`src/rtl/riscv_mc_pkg.sv`:
```
// Shared encodings for the multicycle RISC-V control unit: FSM states, opcodes,
// mux select codes and the per-state control word with its decode helpers.
package riscv_mc_pkg;

  typedef enum logic [3:0] {
    S_FETCH    = 4'd0,
    S_DECODE   = 4'd1,
    S_MEMADR   = 4'd2,
    S_MEMREAD  = 4'd3,
    S_MEMWB    = 4'd4,
    S_MEMWRITE = 4'd5,
    S_EXECR    = 4'd6,
    S_EXECI    = 4'd7,
    S_ALUWB    = 4'd8,
    S_BRANCH   = 4'd9,
    S_JAL      = 4'd10,
    S_LUI      = 4'd11
  } state_t;

  localparam logic [6:0] OP_LW  = 7'b0000011;
  localparam logic [6:0] OP_SW  = 7'b0100011;
  localparam logic [6:0] OP_R   = 7'b0110011;
  localparam logic [6:0] OP_I   = 7'b0010011;
  localparam logic [6:0] OP_B   = 7'b1100011;
  localparam logic [6:0] OP_JAL = 7'b1101111;
  localparam logic [6:0] OP_LUI = 7'b0110111;

  localparam logic [2:0] ALU_ADD = 3'b000;
  localparam logic [2:0] ALU_SUB = 3'b001;
  localparam logic [2:0] ALU_AND = 3'b010;
  localparam logic [2:0] ALU_OR  = 3'b011;
  localparam logic [2:0] ALU_XOR = 3'b100;
  localparam logic [2:0] ALU_SLT = 3'b101;

  localparam logic [2:0] IMM_I = 3'b000;
  localparam logic [2:0] IMM_S = 3'b001;
  localparam logic [2:0] IMM_B = 3'b010;
  localparam logic [2:0] IMM_J = 3'b011;
  localparam logic [2:0] IMM_U = 3'b100;

  localparam logic [1:0] RES_ALUOUT = 2'b00;
  localparam logic [1:0] RES_DATA   = 2'b01;
  localparam logic [1:0] RES_ALU    = 2'b10;
  localparam logic [1:0] RES_IMM    = 2'b11;

  localparam logic [1:0] SRCA_PC    = 2'b00;
  localparam logic [1:0] SRCA_OLDPC = 2'b01;
  localparam logic [1:0] SRCA_RD1   = 2'b10;

  localparam logic [1:0] SRCB_RD2  = 2'b00;
  localparam logic [1:0] SRCB_IMM  = 2'b01;
  localparam logic [1:0] SRCB_FOUR = 2'b10;

  localparam logic [1:0] ALUOP_ADD   = 2'b00;
  localparam logic [1:0] ALUOP_SUB   = 2'b01;
  localparam logic [1:0] ALUOP_FUNCT = 2'b10;

  typedef struct packed {
    logic       adr_src;
    logic       mem_write;
    logic       ir_write;
    logic       reg_write;
    logic       pc_update;
    logic       branch;
    logic [1:0] result_src;
    logic [1:0] alu_src_a;
    logic [1:0] alu_src_b;
    logic [1:0] alu_op;
  } ctrl_t;

  function automatic state_t next_state(input state_t s, input logic [6:0] op);
    state_t n;
    n = S_FETCH;
    case (s)
      S_FETCH: n = S_DECODE;
      S_DECODE: begin
        case (op)
          OP_LW, OP_SW: n = S_MEMADR;
          OP_R:         n = S_EXECR;
          OP_I:         n = S_EXECI;
          OP_B:         n = S_BRANCH;
          OP_JAL:       n = S_JAL;
          OP_LUI:       n = S_LUI;
          default:      n = S_FETCH;
        endcase
      end
      S_MEMADR:  n = op[5] ? S_MEMWRITE : S_MEMREAD;
      S_MEMREAD: n = S_MEMWB;
      S_EXECR:   n = S_ALUWB;
      S_EXECI:   n = S_ALUWB;
      S_JAL:     n = S_ALUWB;
      default:   n = S_FETCH;
    endcase
    return n;
  endfunction

  // Control word that is valid for the whole time the FSM sits in state s.
  function automatic ctrl_t state_ctrl(input state_t s);
    ctrl_t c;
    c = '0;
    c.alu_op = ALUOP_ADD;
    case (s)
      S_FETCH: begin
        c.ir_write   = 1'b1;
        c.pc_update  = 1'b1;
        c.alu_src_a  = SRCA_PC;
        c.alu_src_b  = SRCB_FOUR;
        c.result_src = RES_ALU;
      end
      S_DECODE: begin
        c.alu_src_a = SRCA_OLDPC;
        c.alu_src_b = SRCB_IMM;
      end
      S_MEMADR: begin
        c.alu_src_a = SRCA_RD1;
        c.alu_src_b = SRCB_IMM;
      end
      S_MEMREAD: begin
        c.result_src = RES_ALUOUT;
        c.adr_src    = 1'b1;
      end
      S_MEMWB: begin
        c.result_src = RES_DATA;
        c.reg_write  = 1'b1;
      end
      S_MEMWRITE: begin
        c.result_src = RES_ALUOUT;
        c.adr_src    = 1'b1;
        c.mem_write  = 1'b1;
      end
      S_EXECR: begin
        c.alu_src_a = SRCA_RD1;
        c.alu_src_b = SRCB_RD2;
        c.alu_op    = ALUOP_FUNCT;
      end
      S_EXECI: begin
        c.alu_src_a = SRCA_RD1;
        c.alu_src_b = SRCB_IMM;
        c.alu_op    = ALUOP_FUNCT;
      end
      S_ALUWB: begin
        c.result_src = RES_ALUOUT;
        c.reg_write  = 1'b1;
      end
      S_BRANCH: begin
        c.alu_src_a  = SRCA_RD1;
        c.alu_src_b  = SRCB_RD2;
        c.alu_op     = ALUOP_SUB;
        c.result_src = RES_ALUOUT;
        c.branch     = 1'b1;
      end
      S_JAL: begin
        c.alu_src_a  = SRCA_OLDPC;
        c.alu_src_b  = SRCB_FOUR;
        c.result_src = RES_ALUOUT;
        c.pc_update  = 1'b1;
      end
      S_LUI: begin
        c.result_src = RES_IMM;
        c.reg_write  = 1'b1;
      end
      default: c = '0;
    endcase
    return c;
  endfunction

  function automatic logic [2:0] imm_decode(input logic [6:0] op);
    logic [2:0] imm;
    case (op)
      OP_SW:   imm = IMM_S;
      OP_B:    imm = IMM_B;
      OP_JAL:  imm = IMM_J;
      OP_LUI:  imm = IMM_U;
      default: imm = IMM_I;
    endcase
    return imm;
  endfunction

endpackage

```
`src/rtl/alu_decoder_mc.sv`:
```
// ALU operation decoder: turns the FSM's coarse alu_op request plus the
// instruction's funct fields into the ALU control code.
module alu_decoder_mc
  import riscv_mc_pkg::*;
(
  input  logic [1:0] alu_op,
  input  logic [2:0] funct3,
  input  logic       opcode_5,
  input  logic       funct7_5,
  output logic [2:0] alu_control
);

  // Only R-type (opcode_5 set) may request sub; addi ignores instr[30].
  always_comb begin
    alu_control = ALU_ADD;
    case (alu_op)
      ALUOP_SUB: alu_control = ALU_SUB;
      ALUOP_FUNCT: begin
        case (funct3)
          3'b000:  alu_control = (opcode_5 & funct7_5) ? ALU_SUB : ALU_ADD;
          3'b010:  alu_control = ALU_SLT;
          3'b100:  alu_control = ALU_XOR;
          3'b110:  alu_control = ALU_OR;
          3'b111:  alu_control = ALU_AND;
          default: alu_control = ALU_ADD;
        endcase
      end
      default: alu_control = ALU_ADD;
    endcase
  end

endmodule

```
`src/rtl/control_unit_multicycle.sv`:
```
// Moore FSM sequencing the multicycle RISC-V datapath; the control word is
// registered together with the state so every output is glitch-free per state.
module control_unit_multicycle
  import riscv_mc_pkg::*;
#(
  parameter int STATE_W = 4
) (
  input  logic               clk,
  input  logic               reset,
  input  logic [6:0]         opcode,
  input  logic [2:0]         funct3,
  input  logic               funct7_5,
  input  logic               zero,
  output logic               pc_write,
  output logic               adr_src,
  output logic               mem_write,
  output logic               ir_write,
  output logic [1:0]         result_src,
  output logic [1:0]         alu_src_a,
  output logic [1:0]         alu_src_b,
  output logic [2:0]         alu_control,
  output logic [2:0]         imm_src,
  output logic               reg_write,
  output logic [STATE_W-1:0] state
);

  state_t state_q;
  ctrl_t  ctrl_q;

  // The control register is loaded with the word of the state being entered.
  always_ff @(posedge clk) begin
    if (reset) begin
      state_q <= S_FETCH;
      ctrl_q  <= state_ctrl(S_FETCH);
    end else begin
      state_q <= next_state(state_q, opcode);
      ctrl_q  <= state_ctrl(next_state(state_q, opcode));
    end
  end

  // Architectural writes are masked while reset is held so an abandoned
  // instruction, or the FETCH word loaded by reset, never commits anything.
  assign pc_write  = ~reset & (ctrl_q.pc_update | (ctrl_q.branch & (zero ^ funct3[0])));
  assign ir_write  = ~reset & ctrl_q.ir_write;
  assign mem_write = ~reset & ctrl_q.mem_write;
  assign reg_write = ~reset & ctrl_q.reg_write;

  assign adr_src    = ctrl_q.adr_src;
  assign result_src = ctrl_q.result_src;
  assign alu_src_a  = ctrl_q.alu_src_a;
  assign alu_src_b  = ctrl_q.alu_src_b;
  assign imm_src    = imm_decode(opcode);
  assign state      = STATE_W'(state_q);

  alu_decoder_mc u_alu_decoder (
    .alu_op      (ctrl_q.alu_op),
    .funct3      (funct3),
    .opcode_5    (opcode[5]),
    .funct7_5    (funct7_5),
    .alu_control (alu_control)
  );

endmodule

```
`config.mk`:
```
export PLATFORM = sky130hd
export DESIGN_NAME = control_unit_multicycle
export DESIGN_NICKNAME = d
export VERILOG_FILES = /design/src/rtl/riscv_mc_pkg.sv /design/src/rtl/alu_decoder_mc.sv /design/src/rtl/control_unit_multicycle.sv
export SDC_FILE = /design/constraint.sdc
export NUM_CORES = 1
export LEC_CHECK = 0
export CAP_MARGIN = 20
export CORE_AREA = 2 2 52 54
export CTS_CLUSTER_SIZE = 8
export DETAILED_ROUTE_END_ITERATION = 10
export DIE_AREA = 0 0 54 56
export PLACE_DENSITY = 0.76
export SLEW_MARGIN = 15
export SYNTH_ARGS = -nofsm -noshare
export SYNTH_HDL_FRONTEND = slang
export SYNTH_SLANG_ARGS = --single-unit
```
`constraint.sdc`:
```
create_clock -name clk -period 2.7 [get_ports clk]
set_clock_uncertainty 0.1 [all_clocks]
set_input_delay 0.81 -clock clk [delete_from_list [all_inputs] [get_ports clk]]
set_output_delay 0.81 -clock clk [all_outputs]
set_load 0.005 [all_outputs]
```
==> run_summary.xml <==
<?xml version="1.0" encoding="UTF-8"?>
<metrics>
  <group name="outcome">
    <metric name="result_of_the_run" unit="">finished, violations left</metric>
    <metric name="failing_checks" unit="">negative setup slack</metric>
  </group>
  <group name="yosys">
    <metric name="synthesized_area" unit="mm2">0.00106</metric>
    <metric name="synth_edf_count" unit="">0</metric>
    <metric name="synth.net_count" unit="">132</metric>
    <metric name="syn-mean-instance-area" unit="um2">9.14</metric>
    <metric name="yosys.cell_types.count" unit="">45</metric>
    <metric name="dominant_combinational_cell_family_by_area_after_synthesis" unit="">simple AND/OR/NAND/NOR gates</metric>
    <metric name="synth.ff_latch_count" unit="">18</metric>
    <metric name="asyncSetResetFlopFracSynth" unit="">0</metric>
    <metric name="synth.area.mux_share" unit="">0.00945</metric>
    <metric name="synth_compound_gate_area_share" unit="">0.115</metric>
    <metric name="yosys_warnings" unit="">0</metric>
    <metric name="yosysTopAreaCellShare" unit="">0.340</metric>
    <metric name="post_synth_top_flop" unit="">dfxtp_1</metric>
    <metric name="synthXorXnorAreaFrac" unit="">0.0331</metric>
    <metric name="post_synth_and_or_nand_nor_area_fraction" unit="">0.381</metric>
    <metric name="synth.yosys.seq_area_share" unit="">0.340</metric>
    <metric name="synthAdderAreaFrac" unit="">0.0236</metric>
    <metric name="postSynthCellCount" unit="">116</metric>
    <metric name="synth_area_leaders" unit="">dfxtp_1, nor4b_4, buf_4, nor2b_1, nor2_1</metric>
    <metric name="cell_type_with_the_largest_total_area_after_synthesis" unit="">dfxtp_1</metric>
  </group>
  <group name="power_and_ir_drop">
    <metric name="cellInternalPower" unit="uW">424</metric>
    <metric name="p_seq_frac" unit="">0.500</metric>
    <metric name="power_frac_clock" unit="">0.296</metric>
    <metric name="p_leak" unit="uW">0.000702</metric>
    <metric name="ir_drop" unit="mV">0.282</metric>
    <metric name="net_sw_power" unit="uW">136</metric>
    <metric name="sw_frac_of_total" unit="">0.243</metric>
    <metric name="power_density" unit="mW/mm2">356</metric>
    <metric name="pwr-share-comb" unit="">0.204</metric>
  </group>
  <group name="worst_setup_path">
    <metric name="regToRegSetupSlack" unit="ns">0.58</metric>
    <metric name="critPathRequiredTime" unit="ns">1.79</metric>
    <metric name="rr_startpoint" unit="">state[0]$_SDFF_PP0_</metric>
    <metric name="worst-path-max-fanout" unit="">3</metric>
    <metric name="worst_r2r_endpoint" unit="">alu_src_a[0]$_SDFF_PP0_</metric>
    <metric name="r2r.worst_path.cells" unit="">5</metric>
    <metric name="critical_path.endpoint_type" unit="">output port</metric>
    <metric name="timing_worst_setup_path_type" unit="">input port to output port</metric>
    <metric name="cp-start-kind" unit="">input port</metric>
    <metric name="beginning_of_the_critical_path" unit="">opcode[2]</metric>
    <metric name="critPathArrivalTime" unit="ns">1.80</metric>
  </group>
  <group name="run">
    <metric name="cap_viol_max_count" unit="">0</metric>
  </group>
  <group name="timing">
    <metric name="share_of_the_clock_period_used_by_the_worst_path_after_layout" unit="">1.01</metric>
    <metric name="period_minus_slack" unit="ns">2.71</metric>
    <metric name="timing.setup.tns" unit="ns">-0.0136</metric>
    <metric name="setup_violations" unit="">1</metric>
    <metric name="post-route-worst-setup-slack" unit="ns">-0.0136</metric>
    <metric name="fmax" unit="MHz">369</metric>
    <metric name="drv_slew" unit="">0</metric>
    <metric name="worstMarginPinSlew" unit="ns">0.397</metric>
    <metric name="hold_viol_final" unit="">0</metric>
    <metric name="timing.slew.headroom" unit="">0.734</metric>
    <metric name="rsz_0062_raised_after_global_routing" unit="">yes</metric>
  </group>
  <group name="layout">
    <metric name="post-route-util" unit="">0.647</metric>
    <metric name="syn_to_final_growth" unit="%">48.5</metric>
    <metric name="layout.nets" unit="">184</metric>
    <metric name="multiInputGateArea" unit="um2">619</metric>
    <metric name="non_filler_cell_area_final" unit="mm2">0.00157</metric>
    <metric name="number_of_standard_cells_in_the_layout_taps_in_and_fillers_out" unit="">197</metric>
    <metric name="antennaDiodeCount" unit="">0</metric>
    <metric name="layout.cells.most_common" unit="">buf_4</metric>
    <metric name="most-common-layout-cells" unit="">buf_4, dfxtp_1, clkdlybuf4s50_1</metric>
    <metric name="layout-drive-gt1-share" unit="">0.275</metric>
    <metric name="layout.filler_cells" unit="">210</metric>
    <metric name="regArea" unit="um2">360</metric>
  </group>
  <group name="cts">
    <metric name="clkSlewWorstSetupHoldPaths" unit="ns">0.11</metric>
    <metric name="cts.root.buffer_cell" unit="">clkbuf_4</metric>
    <metric name="post_cts.repair.setup_buffers" unit="">0</metric>
    <metric name="htreeDepth" unit="">1</metric>
    <metric name="insertion_delay" unit="ns">0.30</metric>
    <metric name="clock_path_buffers" unit="">2</metric>
    <metric name="cts-buffers-inserted" unit="">3</metric>
    <metric name="cts_num_sinks" unit="">18</metric>
    <metric name="cts_tree" unit="">done</metric>
    <metric name="cts_hold_buffers" unit="">0</metric>
  </group>
  <group name="min_path">
    <metric name="worstHoldStart" unit="">state[2]$_SDFF_PP0_</metric>
    <metric name="timing.hold.worst.class" unit="">flop to flop</metric>
    <metric name="holdPathStages" unit="">3</metric>
    <metric name="min_to" unit="">alu_src_a[1]$_SDFF_PP0_</metric>
  </group>
  <group name="place">
    <metric name="finalWeightedCongestion" unit="">0.843</metric>
    <metric name="numPlacedInstances" unit="">193</metric>
    <metric name="detailed_place_hpwl" unit="um">2130</metric>
    <metric name="port_buffers" unit="">34</metric>
    <metric name="placedInstanceArea" unit="mm2">0.00154</metric>
  </group>
  <group name="global_routing">
    <metric name="grt_pass1_vias" unit="">998</metric>
    <metric name="grt_overflow" unit="">0</metric>
    <metric name="number_of_antenna_violations_at_the_first_check_in_global_routing" unit="">0</metric>
    <metric name="globalRouteTotalUtil" unit="">0.197</metric>
    <metric name="grt_pass1_wl" unit="um">4490</metric>
    <metric name="grt_max_degree" unit="">12</metric>
  </group>
  <group name="floorplan">
    <metric name="ioPinCount" unit="">35</metric>
    <metric name="die_area" unit="mm2">0.00302</metric>
    <metric name="design.core.area" unit="mm2">0.00243</metric>
    <metric name="initial_utilization" unit="">0.436</metric>
    <metric name="die_h" unit="um">56</metric>
    <metric name="die_width" unit="um">54</metric>
    <metric name="fp-row-count" unit="">18</metric>
  </group>
  <group name="drt">
    <metric name="ant_nets" unit="">0</metric>
    <metric name="route.final.wire_length" unit="um">2670</metric>
    <metric name="detail_route.drc_violations" unit="">0</metric>
    <metric name="drt-pass1-iter-count" unit="">4</metric>
    <metric name="first_iter_violations" unit="">15</metric>
    <metric name="per_cell_routed_wire_length" unit="um">13.5</metric>
    <metric name="detailroute.via_count" unit="">1059</metric>
    <metric name="drt_via_density" unit="">5.38</metric>
  </group>
</metrics>
## power groups by stage
| stage | sequential (uW) | clock, uW | combinational (uW) |
|---|---|---|---|
| after floorplan | 285 | 0 | 57.9 |
| after global placement | 286 | 0 | 114 |
| after detailed placement | 286 | 0 | 118 |
| after CTS | 280 | 169 | 115 |
| after global routing | 281 | 179 | 123 |
| final | 280 | 166 | 114 |
## repair_timing
| action | CTS | global route |
|---|---|---|
| gates resized for setup | 37 | 3 |
| setup endpoints to repair | 17 | 6 |
| pin swaps | 9 | 5 |
## worst max-delay path by stage
stage	to	slack, ns	cells after the start
after floorplan	alu_src_b[1]$_SDFF_PP1_	0.13	6
after global placement	imm_src[0]	-0.57	4
after detailed placement	imm_src[0]	-0.64	4
after CTS	imm_src[0]	-0.01	4
after global routing	imm_src[0]	-0.06	4
final	imm_src[0]	-0.01	4
## flip-flops by register name (all words and copies together) (netlist names)
signal and cells:
state 4, result_src 2, alu_src_a 2, adr_src 1, ctrl_q 7, alu_src_b 2
## synth_stat cells (all sizes together) (4+ instances only)
cell	number
nor4b	5
a21oi	4
dfxtp	18
inv	5
or3b	4
nor2	10
nand3	4
nor2b	7
and3	4
buf	10
## routing by layer
layer | track usage | wire length, um | vias up
li1 | - | - | 518
met1 | 0.248 | 1150 | 493
met2 | 0.334 | 1330 | 39
met3 | 0.0269 | 134 | 9
met4 | 0.0643 | 54 | 0
met5 | 0 | 0 | -
## layout make-up
class | instances | area share
multi-input cells | 81 | 0.393
repair buffers | 59 | 0.319
flip-flops and latches | 18 | 0.229
well taps | 30 | 0.0238
clock buffers | 4 | 0.0231
inverters | 5 | 0.0119
## critical path: stages
cell and delay (ns):
dlygate4sd2_1 0.27, or3_1 0.38, a211oi_2 0.21, buf_2 0.13
## cell families (layout without fill, tap and decap cells)
group / Yosys count / count (layout)
AND/OR/NAND/NOR: 57 / 57
adder cells (fa/ha/maj): 2 / 2
XOR/XNOR: 4 / 4
multiplexers: 1 / 1
buffers and inverters: 17 / 68
flip-flops: 18 / 18
AO/OA/AOI/OAI: 17 / 17
## through the flow
step                      hold WS, ns  total power [uW]  setup slack, ns
after floorplan                 0.555               343            0.128
after global placement          0.593               400           -0.568
after detailed placement        0.594               404           -0.635
after CTS                       0.609               564          -0.0117
after global routing            0.633               584          -0.0567
final                           0.606               560          -0.0136
Power figures use the tool's default switching activity.
